===== config.mk =====
export PLATFORM = sky130hd
export DESIGN_NAME = rover_nav_ctrl
export DESIGN_NICKNAME = d
export VERILOG_FILES = /design/src/rtl/rover_nav_ctrl.sv
export SDC_FILE = /design/constraint.sdc
export NUM_CORES = 1
export LEC_CHECK = 0
export BUFFER_PORTS_ARGS = -buffer_cell sky130_fd_sc_hd__buf_2
export CORE_MARGIN = 2
export CORE_UTILIZATION = 60
export CTS_CLUSTER_DIAMETER = 80
export DETAILED_ROUTE_END_ITERATION = 10
export GPL_TIMING_DRIVEN = 0
export PLACE_DENSITY = 0.78
export SLEW_MARGIN = 20
export SYNTH_ARGS = -nofsm -noshare
export SYNTH_HDL_FRONTEND = slang
export SYNTH_SLANG_ARGS = --single-unit

===== constraint.sdc =====
create_clock -name clock_i -period 5.2 [get_ports clock_i]
set_input_delay 1.04 -clock clock_i [delete_from_list [all_inputs] [get_ports clock_i]]
set_output_delay 1.04 -clock clock_i [all_outputs]
set_load 0.02 [all_outputs]

===== src/rtl/rover_nav_ctrl.sv =====
// Rover navigation controller: debounces the IR and colour sensors, times turns and colour
// displays, and decodes the current state into motor and LED commands.
module rover_nav_ctrl #(
  parameter int unsigned CNT_W       = 16,
  parameter int unsigned DEB_CYCLES  = 4,
  parameter int unsigned TURN_CYCLES = 1000,
  parameter int unsigned HOLD_CYCLES = 5000
) (
  input  logic       clock_i,
  input  logic       reset_i,
  input  logic       go_i,
  input  logic       pause_i,
  input  logic       halt_i,
  input  logic       irr_i,
  input  logic       irl_i,
  input  logic       red_i,
  input  logic       blue_i,
  input  logic       green_i,
  output logic [2:0] state_code_o,
  output logic [1:0] motor_l_o,
  output logic [1:0] motor_r_o,
  output logic [2:0] color_led_o,
  output logic       busy_o
);

  typedef enum logic [2:0] {
    StStop   = 3'b000,
    StSearch = 3'b001,
    StTurnL  = 3'b010,
    StTurnR  = 3'b011,
    StRed    = 3'b100,
    StBlue   = 3'b101,
    StGreen  = 3'b110,
    StPause  = 3'b111
  } state_e;

  localparam int NumSens = 5;
  localparam logic [CNT_W-1:0] One      = CNT_W'(1);
  localparam logic [CNT_W-1:0] DebMax   = CNT_W'(DEB_CYCLES);
  localparam logic [CNT_W-1:0] TurnLoad = CNT_W'(TURN_CYCLES - 1);
  localparam logic [CNT_W-1:0] HoldLoad = CNT_W'(HOLD_CYCLES - 1);

  // Sensor index: 0 irr, 1 irl, 2 red, 3 blue, 4 green.
  logic [NumSens-1:0] raw;
  logic [NumSens-1:0] filt_q, filt_d;
  logic [CNT_W-1:0]   deb_cnt_q [NumSens];
  logic [CNT_W-1:0]   deb_cnt_d [NumSens];

  state_e           state_q, state_d;
  logic [CNT_W-1:0] timer_q, timer_d;
  // Arm bits: 0 red, 1 blue, 2 green.
  logic [2:0]       arm_q, arm_d;

  assign raw = {green_i, blue_i, red_i, irl_i, irr_i};

  // Debounce: a filtered bit flips after DEB_CYCLES consecutive disagreeing samples.
  always_comb begin
    filt_d = filt_q;
    for (int i = 0; i < NumSens; i++) begin
      deb_cnt_d[i] = '0;
      if (raw[i] != filt_q[i]) begin
        if (deb_cnt_q[i] + One == DebMax) begin
          filt_d[i] = raw[i];
        end else begin
          deb_cnt_d[i] = deb_cnt_q[i] + One;
        end
      end
    end
  end

  // Next state, turn/hold timer and colour arm bits.
  always_comb begin
    state_d = state_q;
    timer_d = timer_q;
    arm_d   = arm_q;

    // Re-arm a colour once its sensor has dropped, outside its own display state.
    if (!filt_q[2] && state_q != StRed)   arm_d[0] = 1'b1;
    if (!filt_q[3] && state_q != StBlue)  arm_d[1] = 1'b1;
    if (!filt_q[4] && state_q != StGreen) arm_d[2] = 1'b1;

    if (halt_i) begin
      state_d = StStop;
    end else begin
      case (state_q)
        StStop: begin
          if (go_i) state_d = StSearch;
        end
        StSearch: begin
          if (pause_i) begin
            state_d = StPause;
          end else if (filt_q[0]) begin
            state_d = StTurnL;
            timer_d = TurnLoad;
          end else if (filt_q[1]) begin
            state_d = StTurnR;
            timer_d = TurnLoad;
          end else if (filt_q[2] && arm_q[0]) begin
            state_d  = StRed;
            timer_d  = HoldLoad;
            arm_d[0] = 1'b0;
          end else if (filt_q[3] && arm_q[1]) begin
            state_d  = StBlue;
            timer_d  = HoldLoad;
            arm_d[1] = 1'b0;
          end else if (filt_q[4] && arm_q[2]) begin
            state_d  = StGreen;
            timer_d  = HoldLoad;
            arm_d[2] = 1'b0;
          end
        end
        StTurnL, StTurnR: begin
          if (pause_i) begin
            state_d = StPause;
          end else if (timer_q != '0) begin
            timer_d = timer_q - One;
          end else if ((state_q == StTurnL) ? filt_q[0] : filt_q[1]) begin
            // Still obstructed: keep turning for another full period.
            timer_d = TurnLoad;
          end else begin
            state_d = StSearch;
          end
        end
        StRed, StBlue, StGreen: begin
          if (timer_q == '0) begin
            state_d = StSearch;
          end else begin
            timer_d = timer_q - One;
          end
        end
        StPause: begin
          if (go_i && !pause_i) state_d = StSearch;
        end
        default: state_d = StStop;
      endcase
    end
  end

  // State, timer, arm and debounce registers with synchronous reset.
  always_ff @(posedge clock_i) begin
    if (reset_i) begin
      state_q <= StStop;
      timer_q <= '0;
      arm_q   <= 3'b111;
      filt_q  <= '0;
      for (int i = 0; i < NumSens; i++) deb_cnt_q[i] <= '0;
    end else begin
      state_q <= state_d;
      timer_q <= timer_d;
      arm_q   <= arm_d;
      filt_q  <= filt_d;
      for (int i = 0; i < NumSens; i++) deb_cnt_q[i] <= deb_cnt_d[i];
    end
  end

  // Outputs decode the state register directly.
  always_comb begin
    state_code_o = state_q;
    motor_l_o    = 2'b00;
    motor_r_o    = 2'b00;
    color_led_o  = 3'b000;
    busy_o       = 1'b0;
    case (state_q)
      StSearch: begin
        motor_l_o = 2'b01;
        motor_r_o = 2'b01;
      end
      StTurnL: begin
        motor_l_o = 2'b10;
        motor_r_o = 2'b01;
        busy_o    = 1'b1;
      end
      StTurnR: begin
        motor_l_o = 2'b01;
        motor_r_o = 2'b10;
        busy_o    = 1'b1;
      end
      StRed: begin
        color_led_o = 3'b100;
        busy_o      = 1'b1;
      end
      StBlue: begin
        color_led_o = 3'b010;
        busy_o      = 1'b1;
      end
      StGreen: begin
        color_led_o = 3'b001;
        busy_o      = 1'b1;
      end
      default: ;
    endcase
  end

endmodule


==> run metrics <==
status=finished clean; Arrival @ worst endpoint=1.82 ns; post-route clock period utilization=55.0%; Final #Nets=between 700 and 800; Synth cell types=73; top cells by count, synth=nor2_1 (123), dfxtp_1 (107), nand2_1 (53); async set-or-reset flop fraction in the synthesized netlist=0%; Leakage=roughly 0.0023 uW; Critical Path RT=~4.2 ns; latest clock arrival within the worst-skew pair=~0.38 ns; DR vias=5,036; most used routing layer=met2; Synth Warn #=0; Routed Antenna Nets=0; Slew @ Worst Pin=~0.76 ns; mean routed wirelength per cell=13.9 um; Min-Delay Path Depth=1; met2 GRT Util=40.5%; max-cap check violation count=0; hold_sp=deb_cnt_q[0][48]; initial antenna violation count=0; Synth Instances=709; Residual DRC=0; dominant cells by area after synthesis=dfxtp_1 (37%), nor2_1 (8.0%), xor2_1 (6.2%); DRT Pass-1 Iters=5; CTS sink cnt=107; PostCTS Resize Cnt=0; Peak VDD IR=0.146 mV; final slew viol count=0; Core Region=0.00933 sq mm; final setup TNS=0 ns; GR Util met3=between 4 and 5%; CTS max path bufs=2; IO Pins=21; CTS root buffer=clkbuf_8; M1 GR Usage=between 30% and 40%; Worst Hold End=deb_cnt_q[0][48]; crit path kind=flop to primary output; fmax=approximately 350 MHz; Synth area leader=dfxtp_1; Startpoint Class=flop; total gr overflow=0; area grow syn2layout=7.48%; via count of the first global-routing pass=4,569; CTS tree=done; die area=0.0105 sq mm; ANT cells=0; top_reg_cell synth=dfxtp_1; Post-Route Utilization=around 67%; Worst R2R Setup Slack=2.78 ns; Final Setup Violations=0; Post-Syn Area per Cell=between 8 and 9 sq um; layout cells sized above 1=11.2%; Pwr Total=1510 uW; Reg clk slew, reported paths=0.10 ns; Initial Util=62.2%; HPWL Detailed=8810 um; CP max FO=10; capture point of the worst reg-to-reg path=deb_cnt_q[0][40]; R2R depth=9; Die Wd=102 um; fin worst setup slack=2.34 ns; GR Util All Layers=between 20% and 30%; clock skew=0.0177 ns; Fin. Hold Viols=0; TritonCTS Buffers=9; DRT iter0 DRCs=246; top-count cell post-synth=nor2_1; gpl congestion=about 0.90; hold buffers post-CTS=0; DR vias/cell=just under 6; port bufs=18; Synth Register Bits=roughly 110; number of H-tree levels=3; EDFF count, synth=0; PwrDens=242 mW/mm^2; detailed-route wire length=12,100 um; postcts setup bufs=0; row count=35; die height=102 um; HP Class=flop to flop; register area share after synthesis=36.9%; Place WS=2.54 ns; RSZ-0062 raised after global routing=false; reg2reg start=deb_cnt_q[0][32]; min Tclk post-route=2.86 ns; Synth Cell Area=~0.0058 sq mm; normalized max-slew margin=between 40% and 50%; syn_nets=727; Worst setup EP type=primary output; first-pass GRT wire length=20,400 um; largest net degree at the start of global routing=20; Synth top area share=36.9%
[sequential cells by signal, summed over array words and instances, names as in the netlist]
signal	flops
arm_q	3
deb_cnt_q	80
filt_q	5
state_code_o	3
timer_q	16
[worst max-delay path, cell delays in order (launching register included)]
cell and delay (ns):
dfxtp_1 0.35, buf_2 0.20, clkbuf_1 0.34, nand2_1 0.12, a21oi_1 0.22, buf_2 0.21
[kinds of logic after synthesis]
group	after synthesis	share of synthesized area (%)
flip-flops	107	36.9
multiplexers	7	1.27
AO/OA/AOI/OAI	111	14.1
XOR/XNOR	78	11.8
AND/OR/NAND/NOR	341	30.0
buffers and inverters	57	4.14
adder cells (fa/ha/maj)	8	1.73
[layer usage]
metal	vias to the layer above	part of all wire, %
met5	-	0
met4	0	0.98
met3	12	4.8
met2	106	48
met1	2349	46
li1	2569	-
[where the power goes]
group	switching, uW	total, uW	internal [uW]
clock	298	480	182
combinational	123	186	63.1
sequential	14.4	845	831
[cells in the final DEF, fill, tap and decap left out, types with 3 or more instances in the layout]
master       n
o2111ai_1    3
xor2_1      41
nand2b_1     5
nor2_1     123
nor2b_1      3
nor4_1      14
nor3_1      22
nand2_1     53
xnor2_1     37
clkbuf_8     9
dfxtp_1    107
a311oi_1     3
and4_1       8
nand3b_1     3
buf_2       30
ha_1         8
o21ai_0     21
nand3_1     39
nand4_2      3
mux2i_1      4
or3_1        6
o211a_1      3
o211ai_1     4
clkbuf_1    17
a21oi_1     23
mux2_2       3
o41ai_1      7
a22oi_1      3
o21ai_1      4
a31oi_1      5
and2_1       6
nand4_1     19
o31ai_1      3
inv_1       26
or2_2        3
and3_1      16
[layout make-up]
class | count | area (sq um)
flip-flops and latches | 107 | 2140
clock buffers | 9 | 124
clock inverters | 7 | 58.8
inverters | 26 | 97.6
well taps | 129 | 161
plain buffers | 31 | 143
repair buffers | 18 | 90.1
fillers | 818 | 3090
multi-input cells | 545 | 3420
[through the flow]
step	instances	hold WS [ns]	cell area, sq um
2_1_floorplan	709	0.418	5800
3_3_place_gp	856	0.428	6050
3_5_place_dp	856	0.446	6050
4_1_cts	872	0.458	6240
5_1_grt	872	0.479	6240
6_report	872	0.452	6240
[worst max-delay path by stage]
stage	startpoint	to	slack [ns]	cells after the start
4_1_cts	state_code_o[2]	color_led_o[0]	2.35	4
3_5_place_dp	pause_i	timer_q[14]	2.54	7
3_3_place_gp	reset_i	deb_cnt_q[0][39]	2.57	7
2_1_floorplan	pause_i	state_code_o[0]	2.77	7
6_report	state_code_o[1]	motor_r_o[0]	2.34	5
5_1_grt	state_code_o[1]	motor_r_o[0]	2.23	5
Power figures use the tool's default switching activity.
